**config.mk**
```make
export PLATFORM = sky130hd
export DESIGN_NAME = running_extrema_tracker
export DESIGN_NICKNAME = d
export VERILOG_FILES = /design/src/rtl/running_extrema_tracker_pkg.sv /design/src/rtl/running_extrema_tracker_cmp.sv /design/src/rtl/running_extrema_tracker.sv
export SDC_FILE = /design/constraint.sdc
export NUM_CORES = 1
export LEC_CHECK = 0
export CAP_MARGIN = 20
export CELL_PAD_IN_SITES_DETAIL_PLACEMENT = 1
export CELL_PAD_IN_SITES_GLOBAL_PLACEMENT = 1
export CORE_ASPECT_RATIO = 0.9
export CORE_UTILIZATION = 30
export DETAILED_ROUTE_END_ITERATION = 10
export MAX_ROUTING_LAYER = met4
export PLACE_DENSITY = 0.75
export SYNTH_ARGS = -nofsm -noshare
export SYNTH_HDL_FRONTEND = slang
export SYNTH_SLANG_ARGS = --single-unit
```
**constraint.sdc**
```tcl
create_clock -name clk -period 2.7 [get_ports clk]
set_input_delay 0.81 -clock clk [delete_from_list [all_inputs] [get_ports clk]]
set_output_delay 0.81 -clock clk [all_outputs]
set_load 0.02 [all_outputs]
```
**src/rtl/running_extrema_tracker_pkg.sv**
```systemverilog
// running_extrema_tracker_pkg: shared state encoding and default widths
package running_extrema_tracker_pkg;
  localparam int SIZE_DEF = 8;
  localparam int CNT_W_DEF = 8;
  typedef enum logic [1:0] {
    IDLE  = 2'd0,
    ACCUM = 2'd1,
    OUT   = 2'd2
  } state_t;
endpackage

```
**src/rtl/running_extrema_tracker_cmp.sv**
```systemverilog
// running_extrema_tracker_cmp: chained unsigned magnitude comparator, MSB first
module running_extrema_tracker_cmp
  import running_extrema_tracker_pkg::*;
#(
  parameter int Size = SIZE_DEF
) (
  input  logic [Size-1:0] a,
  input  logic [Size-1:0] b,
  output logic            g,
  output logic            l
);
  logic [Size:0] gc, lc;
  assign gc[Size] = 1'b0;
  assign lc[Size] = 1'b0;
  genvar i;
  for (i = Size - 1; i >= 0; i--) begin : g_chain
    assign gc[i] = gc[i+1] | (~lc[i+1] & a[i] & ~b[i]);
    assign lc[i] = lc[i+1] | (~gc[i+1] & ~a[i] & b[i]);
  end
  assign g = gc[0];
  assign l = lc[0];
endmodule

```
**src/rtl/running_extrema_tracker.sv**
```systemverilog
// running_extrema_tracker: per-frame running max/min with first indices and beat count
module running_extrema_tracker
  import running_extrema_tracker_pkg::*;
#(
  parameter int Size  = SIZE_DEF,
  parameter int CNT_W = CNT_W_DEF
) (
  input  logic             clk,
  input  logic             rst,
  input  logic [Size-1:0]  in_data,
  input  logic             in_valid,
  input  logic             in_last,
  output logic             in_ready,
  output logic [Size-1:0]  out_max,
  output logic [Size-1:0]  out_min,
  output logic [CNT_W-1:0] out_max_idx,
  output logic [CNT_W-1:0] out_min_idx,
  output logic [CNT_W-1:0] out_count,
  output logic             out_ovf,
  output logic             out_valid,
  input  logic             out_ready
);
  state_t state, nxt;
  logic xfer, g_max, l_max, g_min, l_min, sat;
  assign in_ready  = state != OUT;
  assign out_valid = state == OUT;
  assign xfer      = in_valid & in_ready;
  assign sat       = &out_count;

  running_extrema_tracker_cmp #(.Size(Size)) u_cmp_max (.a(in_data), .b(out_max), .g(g_max), .l(l_max));
  running_extrema_tracker_cmp #(.Size(Size)) u_cmp_min (.a(in_data), .b(out_min), .g(g_min), .l(l_min));

  // A comparator can never report greater and less at the same time
  always @(posedge clk) begin
    if (!rst) assert (!(g_max && l_max) && !(g_min && l_min));
  end

  // State register
  always_ff @(posedge clk) begin
    state <= rst ? IDLE : nxt;
  end

  // Next state: a record is held in OUT until downstream takes it
  always_comb begin
    nxt = state;
    nxt = (state == OUT) ? (out_ready ? IDLE : OUT) : (xfer ? (in_last ? OUT : ACCUM) : state);
  end

  // Datapath: first beat loads, later beats replace only on strict win so ties keep the earlier index
  always_ff @(posedge clk) begin
    if (rst) begin
      out_max     <= '0;
      out_min     <= '0;
      out_max_idx <= '0;
      out_min_idx <= '0;
      out_count   <= '0;
      out_ovf     <= 1'b0;
    end else if (xfer && state == IDLE) begin
      out_max     <= in_data;
      out_min     <= in_data;
      out_max_idx <= '0;
      out_min_idx <= '0;
      out_count   <= CNT_W'(1);
      out_ovf     <= 1'b0;
    end else if (xfer) begin
      if (g_max) begin
        out_max     <= in_data;
        out_max_idx <= out_count;
      end
      if (l_min) begin
        out_min     <= in_data;
        out_min_idx <= out_count;
      end
      out_count <= sat ? out_count : out_count + CNT_W'(1);
      out_ovf   <= out_ovf | sat;
    end
  end
endmodule
```
# Yosys cells after proc, flatten, opt, wreduce, memory -nomap -nowiden
# Index checks and enable logic that the tools add are counted.
[totals]
register_bits = 43
inputBits = 13
output_inout_bits = 43
[op_classes]
add_sub_neg = 1
n_eq_ne = 3
mux = 13
bitwise_logic = 134
reduce_logical = 14
[ops]
columns = ["operator", "count"]
rows = [
  ["1-bit AND", 57],
  ["1-bit inverter", 50],
  ["8-bit two-way mux", 6],
  ["1-bit OR", 27],
  ["2-bit AND reduction", 6],
  ["8-bit by 1-bit adder with 8-bit output, second input constant", 1],
  ["2-bit two-way mux", 4],
  ["8-bit AND reduction", 1],
  ["2-bit nonzero test", 4],
  ["1-bit two-way mux", 3],
  ["2-bit equality test, second input constant", 1],
  ["2-bit zero test", 1],
  ["2-bit by 1-bit inequality test with 1-bit output, second input constant", 1],
  ["2-bit inequality test, second input constant", 1],
  ["2-bit OR reduction", 1],
  ["1-bit logical AND", 1],
]

# Logic depth before layout (Yosys ltp)
[logic_depth]
ltp_word = 33
ltp_mapped = 7
ltp_nobuf = 5

# Hierarchy
# From an unflattened synthesis, not the netlist that was laid out.
[hier_totals]
hier_cells = 237
area_unflattened_um2 = 2159.6
[modules_own_cells]
columns = ["module", "n_inst", "cells_per_inst", "area_per_inst_um2", "seq_area_each_um2"]
rows = [
  ["running_extrema_tracker", 1, 167, 1696.6, 860.8],
  ["running_extrema_tracker_cmp", 2, 35, 231.5, 0.0],
]

# Worst setup path before layout
# No wires, ideal clock.
[synth_path]
path_kind = "input-to-reg"
from = "input port in_data[6]"
to = "register out_max[5]"
t_arrival_ns = 2.040
t_required_ns = 2.618
path_slack_ns = 0.578
path_stages = 7
n_path_buf = 2
cell_sequence = "nor2b_4 > maj3_4 > o311ai_4 > buf_6 > buf_12 > o2111ai_1 > o2111ai_1"
[synth_via]
elab_chain_cells = 29
word_cells_on_any_way = 53
classes_between = "bitwise: 51; reduce/logical: 2"
[synth_rtl]
columns = ["element", "line_no", "text"]
rows = [
  ["from (decl)", "running_extrema_tracker.sv:10", "input logic [Size-1:0] in_data,"],
  ["1-bit AND (2 in a row)", "running_extrema_tracker_cmp.sv:17", "assign gc[i] = gc[i+1] | (~lc[i+1] & a[i] & ~b[i]);"],
  ["1-bit OR", "running_extrema_tracker_cmp.sv:17", ""],
  ["1-bit inverter", "running_extrema_tracker_cmp.sv:18", "assign lc[i] = lc[i+1] | (~gc[i+1] & ~a[i] & b[i]);"],
  ["1-bit AND (2 in a row)", "running_extrema_tracker_cmp.sv:18", ""],
  ["1-bit OR", "running_extrema_tracker_cmp.sv:18", ""],
  ["1-bit inverter", "running_extrema_tracker_cmp.sv:17", ""],
  ["1-bit AND (2 in a row)", "running_extrema_tracker_cmp.sv:17", ""],
  ["1-bit OR", "running_extrema_tracker_cmp.sv:17", ""],
  ["[... 8 more ...]", "--", ""],
  ["1-bit inverter", "running_extrema_tracker_cmp.sv:18", ""],
  ["1-bit AND (2 in a row)", "running_extrema_tracker_cmp.sv:18", ""],
  ["1-bit OR", "running_extrema_tracker_cmp.sv:18", ""],
  ["1-bit inverter", "running_extrema_tracker_cmp.sv:17", ""],
  ["1-bit AND (2 in a row)", "running_extrema_tracker_cmp.sv:17", ""],
  ["1-bit OR *", "running_extrema_tracker_cmp.sv:17", ""],
  ["2-bit nonzero test (no source line) *", "--", ""],
  ["2-bit AND reduction (no source line) *", "--", ""],
  ["to (signal assigned)", "running_extrema_tracker.sv:59", "out_max <= in_data;"],
  ["to (signal assigned)", "running_extrema_tracker.sv:67", "out_max <= in_data;"],
  ["to (decl)", "running_extrema_tracker.sv:14", "output logic [Size-1:0] out_max,"],
]
# Every way passes the cells marked *; elsewhere a longest branch is shown, timed or not.
# A chain may end at the register's enable or synchronous reset.

# Worst setup path in the final report
[layout_path]
from = "input port in_data[6]"
to = "register out_max[7]"
# Same word-level chain as after synthesis.

==> impl_metrics.toml <==
[place]
gp_congestion = 0.822
dp.cells = 455
dpl_cell_area_sq_mm = 0.00335
port_buffers = 55
hpwl_mm = 5.89

[drt]
route.detailed.drc = 0
ant_nets = 0
num_vias = 2586
wire_per_inst_microns = 17.3
routed_wirelength_mm = 7.99
firstDrtPassIters = 4
drt_iter0_markers = 163
vias_per_cell = 5.60

[global_routing]
grt_usage = 0.188
grt_overflow = 0
grt_pass1_wl_mm = 12.7
grt_pass1_vias = 2419
grt_start_max_net_pins = 40
grt_antenna_before_repair = 0

[yosys]
avgSynthCellArea_sq_um = 8.62
synth_edf_count = 0
ys_seq_area_frac = 0.337
yosysUniqueCellTypes = 55
dominantRegCellSynth = "dfxtp_1"
netlist_area_sq_mm = 0.00255
syn_inst = 296
synth_warnings = 0
mappedNetlistNets = 310
synth_async_sr_flop_share = 0
synth-seq-cells = 43

[hold_path]
hp-class = "reg2reg"

[sta]
hold_viol = 0
setup_viol = 0
period_needed_ns = 2.48
finalCritPeriodShare = 0.920
max_freq_ghz = 0.402
skew_ns = 0.0145
setup_tns_ns = 0
worst_pin_slew_ns = 0.737
drv_slew = 0
max-slew-margin-rel = 0.506
rsz0062_at_grt = "false"

[worst_setup_path]
startpoint_type = "input port"
critPathMaxStageDelay_ns = 0.62
worstPathArrival_ns = 2.71
crit_type = "in2reg"
cpMostUsedCell = "o2111ai_1"
critPathBufInv = 1
path_delay_family = "compound AO/OA/AOI/OAI gates"
critical_path.endpoint_type = "flop"
cp.required_ns = 2.92
worstPathCellList = "clkdlybuf4s50_1 > nor2b_4 > o21a_1 > o211ai_1 > o2111ai_1 > o2111ai_1"
path_max_fanout = 8
cpMaxStageDelayCell = "o211ai_1"

[pwr]
irDropWorstVdd_mv = 0.219
swShare = 0.362
pwr-share-clk = 0.237
p_switching_mw = 0.662
power_leakage_nw = 1.30
p_per_area_mw_per_mm2 = 532
seqPwrFrac = 0.402
pwr-share-comb = 0.361
intPower_mw = 1.16

[die]
num_rows = 31
die_w_microns = 99.2
ioPinCount = 56
die_area_sq_mm = 0.00888
initial_core_util = 0.313
fp.dieH_microns = 89.5
fp.coreArea_sq_mm = 0.00815

[cts]
cts_buffer_depth = 2
clk_pin_slew_ns = 0.09
insertion_delay_ns = 0.30
root_buffer = "clkbuf_8"
htree_levels = 2
cts_resized = 0
cts_tree = "built"
cts_buffers = 5
cts_setup_buffers = 0
postCtsHoldBufs = 0
cts.sinks = 43

[cells_and_area]
drive_above_1_share = 0.129
num-nets-final = 377
final_cells = 462
fin_util = 0.422
antenna_cells = 0
finalInstanceArea_sq_mm = 0.00343
area_growth_syn_to_layout_pct = 34.6

[job]
maxCapViolations = 0

[outcome]
status = "complete, no violations"
[cell families after synthesis]
| group | Yosys count | synth area share |
|---|---|---|
| mux | 17 | 0.0667 |
| simple gates | 123 | 0.261 |
| xor+xnor | 3 | 0.0103 |
| flops | 43 | 0.337 |
| buf+inv | 38 | 0.0687 |
| compound gates | 67 | 0.232 |
| fa+ha+maj | 5 | 0.0240 |
[layer usage]
metal,vias to the layer above,wire (microns),GRT usage
met1,1275,3940,0.267
met5,-,0,-
met3,6,329,0.0235
met4,0,83,0.0455
li1,1239,-,-
met2,66,3640,0.282
[power groups by stage]
stage	clock network, mW	registers [mW]	logic, mW
floorplan	0	0.787	0.349
global placement	0	0.747	0.644
detailed placement	0	0.749	0.652
CTS	0.441	0.733	0.657
global route	0.465	0.740	0.709
finish	0.433	0.733	0.659
[cells in the mapped netlist (all sizes together), types with 2 or more instances]
cell	number	share of area
a211oi	5	0.026
a21oi	7	0.017
a221oi	2	0.0093
a22oi	2	0.0059
a32oi	8	0.027
and3	7	0.017
buf	9	0.026
clkbuf	11	0.016
dfxtp	43	0.34
inv	18	0.026
maj3	4	0.019
mux2i	17	0.067
nand2	29	0.044
nand2b	23	0.056
nand3	19	0.037
nor2	16	0.024
nor2b	8	0.023
nor3	4	0.0098
nor4	2	0.0049
o2111ai	24	0.082
o21a	3	0.0088
o21ai	2	0.0039
o22ai	2	0.0049
o311ai	2	0.014
o31ai	2	0.0059
o41ai	2	0.0069
or4	9	0.026
xnor2	2	0.0069
[worst min-delay path: cells and delay by family (launching register included)]
| family | cells | cell delay, ns |
|---|---|---|
| flip-flops | 1 | 0.32 |
| AND/OR/NAND/NOR | 1 | 0.05 |
| multiplexers | 1 | 0.05 |
[state kept, by name, indices dropped and copies added, names as in the netlist]
signal       cells
out_count        8
out_max_idx      8
out_max          8
out_ovf          1
out_min          8
state            2
out_min_idx      8
[through the flow]
stage,total power [mW],hold WS (ns),setup slack [ns]
floorplan,1.14,0.532,0.578
global placement,1.39,0.449,-0.0329
detailed placement,1.40,0.457,-0.0666
CTS,1.83,0.472,0.236
global route,1.91,0.492,0.111
finish,1.83,0.466,0.215
[cell usage in the layout (no fill, tap or decap), types with 3 or more instances in the layout]
master           instances
clkbuf_8                 6
nand2b_1                23
buf_4                   22
a21oi_1                  5
nand2_1                 28
clkdlybuf4s50_1         55
dfxtp_1                 43
nand3_1                 19
inv_1                   18
nor2b_1                  7
nor2_1                  15
and3_1                   7
mux2i_1                 17
nor3_1                   3
o2111ai_1               24
o21a_1                   3
or4_1                    9
buf_12                   3
a32oi_1                  8
[layout make-up]
type / count / area (sq um)
Inverter: 18 / 67.6
Tap cell: 99 / 124
Multi-Input combinational cell: 215 / 1520
Sequential cell: 43 / 861
Fill cell: 958 / 4710
Clock buffer: 6 / 82.6
Clock inverter: 1 / 5.00
Timing Repair Buffer: 80 / 776
[path summary, 6_finish.rpt]
| path | slack (ns) | start | cells after the start | end |
|---|---|---|---|---|
| max | 0.22 | in_data[6] | 6 | out_max[7]$_SDFFE_PP0P_ |
| min reg2reg | 0.47 | out_min_idx[1]$_SDFFE_PP0P_ | 2 | out_min_idx[1]$_SDFFE_PP0P_ |
| max reg2reg | 0.82 | out_count[0]$_SDFFE_PP0P_ | 5 | out_count[1]$_SDFFE_PP0P_ |
| min | 0.47 | out_min_idx[1]$_SDFFE_PP0P_ | 2 | out_min_idx[1]$_SDFFE_PP0P_ |
(Power assumes the default switching activity.)
